[src/rtl/mips_instr_encoder.sv]
// mips_instr_encoder: packs field-level descriptors into 32-bit MIPS words, buffers them in a FIFO
// and writes them to instruction memory at word-aligned, auto-incrementing byte addresses.
module mips_instr_encoder #(
  parameter int DEPTH = 4,
  parameter int ADDR_W = 9,
  parameter int BASE_ADDR = 0
) (
  input  logic              clk,
  input  logic              reset,
  input  logic              enc_valid,
  output logic              enc_ready,
  input  logic [1:0]        enc_format,
  input  logic [5:0]        enc_op,
  input  logic [5:0]        enc_funct,
  input  logic [4:0]        enc_rs,
  input  logic [4:0]        enc_rt,
  input  logic [4:0]        enc_rd,
  input  logic [4:0]        enc_shamt,
  input  logic [15:0]       enc_imm,
  input  logic [25:0]       enc_target,
  output logic              mem_req,
  input  logic              mem_gnt,
  output logic [ADDR_W-1:0] mem_addr,
  output logic [31:0]       mem_wdata,
  output logic              busy,
  output logic [15:0]       words_written
);
  localparam int PW = $clog2(DEPTH);
  localparam int CW = $clog2(DEPTH + 1);
  logic [31:0]       r_fifo [DEPTH];
  logic [PW-1:0]     r_wp;
  logic [PW-1:0]     r_rp;
  logic [CW-1:0]     r_cnt;
  logic [ADDR_W-1:0] r_addr;
  logic [15:0]       r_words;
  logic [31:0]       w_word;
  logic              w_push;
  logic              w_pop;
  always_comb begin
    w_word = enc_format == 2'd0 ? {6'b000000, enc_rs, enc_rt, enc_rd, enc_shamt, enc_funct}
           : enc_format == 2'd1 ? {enc_op, enc_rs, enc_rt, enc_imm}
           : enc_format == 2'd2 ? {enc_op, enc_target}
           : {6'b000001, enc_rs, enc_rt, enc_imm};
  end
  assign enc_ready     = r_cnt < CW'(DEPTH);
  assign busy          = r_cnt != '0;
  assign mem_req       = busy;
  assign mem_addr      = r_addr;
  // Head is masked while empty so stale storage never shows on the bus
  assign mem_wdata     = busy ? r_fifo[r_rp] : 32'd0;
  assign words_written = r_words;
  assign w_push        = enc_valid && enc_ready;
  assign w_pop         = mem_req && mem_gnt;
  always_ff @(posedge clk) begin
    if (reset) begin
      r_wp    <= '0;
      r_rp    <= '0;
      r_cnt   <= '0;
      r_addr  <= ADDR_W'(BASE_ADDR);
      r_words <= '0;
    end else begin
      if (w_push) r_wp <= r_wp + PW'(1);
      if (w_pop) begin
        r_rp    <= r_rp + PW'(1);
        r_addr  <= r_addr + ADDR_W'(4);
        r_words <= r_words + 16'd1;
      end
      r_cnt <= r_cnt + CW'(w_push) - CW'(w_pop);
    end
  end
  always_ff @(posedge clk) begin
    if (w_push) r_fifo[r_wp] <= w_word;
  end
endmodule

[config.mk]
export PLATFORM = sky130hd
export DESIGN_NAME = mips_instr_encoder
export DESIGN_NICKNAME = d
export VERILOG_FILES = /design/src/rtl/mips_instr_encoder.sv
export SDC_FILE = /design/constraint.sdc
export NUM_CORES = 1
export LEC_CHECK = 0
export BUFFER_PORTS_ARGS = -buffer_cell sky130_fd_sc_hd__clkbuf_2
export CAP_MARGIN = 20
export CORE_ASPECT_RATIO = 1.5
export CORE_MARGIN = 2
export CORE_UTILIZATION = 55
export DETAILED_ROUTE_END_ITERATION = 8
export PLACE_DENSITY = 0.85
export SLEW_MARGIN = 20
export SYNTH_ARGS = -nofsm -noshare
export SYNTH_HDL_FRONTEND = slang
export SYNTH_SLANG_ARGS = --single-unit
[constraint.sdc]
create_clock -name clk -period 2.7 [get_ports clk]
set_input_delay 0.27 -clock clk [delete_from_list [all_inputs] [get_ports clk]]
set_output_delay 0.27 -clock clk [all_outputs]
set_load 0.02 [all_outputs]
==> run_results.csv <==
group,metric,value,unit
critical_path,path_class,"reg -> out",
clocking,cts_max_path_buffers,2,
floorplanning,initial_core_util,0.556,
logic_synthesis,syn_inst,439,
logic_synthesis,synth-simple-area-share,0.100,
clocking,cts_tree,"yes",
clocking,path_clk_slew,60,ps
critical_path,endpoint,"mem_wdata[6]",
floorplanning,die_w,95.2,um
power_and_ir_drop,total_power,7.60,mW
power_and_ir_drop,peakVddDrop,663,uV
floorplanning,coreArea,12300,um^2
logic_synthesis,synth_edf_count,128,
critical_path,worst_r2r_path_depth,9,
clocking,insertion_delay,420,ps
sta,clock.fmax,413,MHz
detailed_routing,vias,4077,
clocking,post_cts_buffers,0,
floorplanning,die_y,141,um
detailed_routing,routed_wl,13.1,mm
cells_and_area,post_route_cells_drive_above_1_share,0.392,
logic_synthesis,synth_top_family_by_area,"multiplexers",
global_routing,grt_use_total,0.207,
critical_path,crit_required,2430,ps
clocking,htree_levels,4,
job,cap_violations,0,
global_routing,antenna_found_initial,0,
clocking,cts_buffers,17,
clocking,cts_hold_buf,0,
run_status,status,"finished, final reports clean",
detailed_routing,drc,0,
logic_synthesis,ys_seq_area_frac,0.654,
detailed_routing,dr.pass1.iters,5,
logic_synthesis,synth.top_cells.by_count,"edfxtp_1 (128), and2_1 (42), dfxtp_1 (32), mux4_2 (32), nor2_1 (28)",
power_and_ir_drop,switching_share,0.300,
power_and_ir_drop,internal_power,5.32,mW
logic_synthesis,yosysWarnings,0,
critical_path,reg2reg_slack,460,ps
detailed_routing,drtIter0Drc,212,
power_and_ir_drop,pwr-share-seq,0.409,
cells_and_area,final_cells,743,
power_and_ir_drop,cellLeakagePower,3.17,nW
cells_and_area,fillCellCount,854,
sta,hold_viol,0,
detailed_routing,route.antenna.remaining_nets,0,
sta,worst_pin_slew,1010,ps
sta,period_needed,2420,ps
critical_path,r2r_start,"r_cnt[1]$_SDFF_PP0_",
floorplanning,die-area,13400,um^2
floorplanning,rows,50,
clocking,cts.sinks,160,
logic_synthesis,yosysMostFrequentCell,"edfxtp_1",
logic_synthesis,synth-main-ff-cell,"edfxtp_1",
critical_path,cp-start-kind,"flop",
sta,report.final.slew_viol_count,0,
sta,setup_violations,0,
logic_synthesis,synthDistinctLibCells,39,
logic_synthesis,muxShareOfSynthArea,0.153,
cells_and_area,stdcell_area,8260,um^2
sta,rsz0062_at_grt,"no",
sta,fin_setup_tns,0,ps
clocking,cts-root-buf,"clkbuf_16",
power_and_ir_drop,p_clk_frac,0.326,
clocking,cts_resized,0,
logic_synthesis,synth_top_area_share,0.560,
cells_and_area,syn_to_final_growth,20.5,%
logic_synthesis,ys_top_cells_by_area,"edfxtp_1 (56%), mux4_2 (11%), dfxtp_1 (9.3%)",
placement,gpl.final_weighted_congestion,0.718,
detailed_routing,avgViaCountPerCell,5.49,
critical_path,end_kind,"output pin",
sta,fin_skew,6.74,ps
logic_synthesis,synth_top_area_cell,"edfxtp_1",
logic_synthesis,synth-seq-cells,160,
cells_and_area,nets,663,
global_routing,grt_pass1_vias,4095,
sta,period_share,0.897,
worst_hold_path,hp-class,"in -> reg",
logic_synthesis,synthXorXnorAreaFrac,0.0268,
power_and_ir_drop,power_density,920,nW/um^2
placement,dpl.hpwl,8.34,mm
detailed_routing,detail_route.wl_per_cell,17.7,um
logic_synthesis,async_reset_ff_frac,0,
cells_and_area,final_core_util,0.670,
placement,dp_cells,711,
placement,port_buffers,137,
critical_path,critPathMaxFanout,34,
logic_synthesis,synth_fa_ha_area_frac,0.0190,
cells_and_area,n_antenna_cell,0,
placement,place_area,7640,um^2
logic_synthesis,synth_compound_area_frac,0.0197,
critical_path,crit_arrival,2150,ps
critical_path,reg2reg_to,"r_cnt[2]$_SDFF_PP0_",
power_and_ir_drop,power.share.combinational,0.265,
global_routing,grt_max_degree,35,
critical_path,critPathLaunch,"r_cnt[1]$_SDFF_PP0_",
sta,timing.slew.headroom,0.328,
global_routing,grt_first_pass_wirelength,20.4,mm
global_routing,overflow,0,
worst_hold_path,min_path_cells,2,
logic_synthesis,avgSynthCellArea,15.6,um^2
power_and_ir_drop,p_switching,2.28,mW
floorplanning,io_pins,140,
logic_synthesis,syn_area,6860,um^2
## placed cells by master, fill, tap and decap left out, drive strengths merged, types with 13 or more instances in the layout
cell type	n
nor2	28
and2	42
inv	15
nand2	21
dfxtp	32
mux2	13
clkbuf	154
xor2	15
mux2i	18
o21ai	19
edfxtp	128
mux4	32
## critical path: stages, from the launching register on
cell and delay, ps:
dfxtp_1 460, or3_1 820, and2_1 260, clkbuf_2 180
## stage by stage
| step | hold slack, ps | setup slack (ps) |
|---|---|---|
| finish | 208 | 279 |
| global route | 201 | 81.3 |
| CTS | 190 | 177 |
| detailed placement | 504 | 516 |
| global placement | 470 | 668 |
| floorplan | 468 | 504 |
## routing by layer
metal | GRT usage | wire, um
met1 | 0.229 | 4900
met2 | 0.369 | 7260
met3 | 0.0577 | 741
met5 | 0 | 0
met4 | 0.0816 | 218
## logic make-up (layout without fill, tap and decap cells)
logic type,count (synthesis),in the layout
other,1,2
multiplexers,63,63
flip-flops,160,160
AND/OR/NAND/NOR,125,125
XOR/XNOR,21,21
buffers and inverters,34,181
adder cells (fa/ha/maj),10,10
AO/OA/AOI/OAI,25,25
## state kept, by name, summed over array words and instances, names as in the netlist, named ones only
register	count
words_written	16
mem_addr	7
r_fifo	128
r_cnt	3
r_wp	2
r_rp	2
## worst min-delay path by stage
stage | end | from | slack (ps)
2_1_floorplan | words_written[11]$_SDFFE_PP0P_ | reset | 470
3_3_place_gp | mem_addr[8]$_SDFFE_PP0P_ | mem_addr[8]$_SDFFE_PP0P_ | 470
3_5_place_dp | words_written[13]$_SDFFE_PP0P_ | words_written[13]$_SDFFE_PP0P_ | 500
4_1_cts | r_fifo[3][16]$_DFFE_PP_ | enc_rt[0] | 190
5_1_grt | r_fifo[3][16]$_DFFE_PP_ | enc_rt[0] | 200
6_report | r_fifo[0][22]$_DFFE_PP_ | enc_target[22] | 210
## power groups by stage
| stage | Sequential (mW) | Clock, mW | Combinational (mW) |
|---|---|---|---|
| floorplan | 3.10 | 0 | 1.49 |
| global placement | 3.13 | 0 | 2.00 |
| detailed placement | 3.15 | 0 | 2.05 |
| CTS | 3.11 | 2.51 | 2.07 |
| global route | 3.13 | 2.61 | 2.20 |
| finish | 3.11 | 2.48 | 2.02 |
## layout make-up
class	instances	area (um^2)	share of cell area
multi-input cells	246	2200	0.266
flip-flops and latches	160	4490	0.543
well taps	156	195	0.0236
clock inverters	15	195	0.0236
repair buffers	142	736	0.0891
clock buffers	17	425	0.0515
inverters	7	26.3	0.00318
Power figures use the tool's default switching activity.
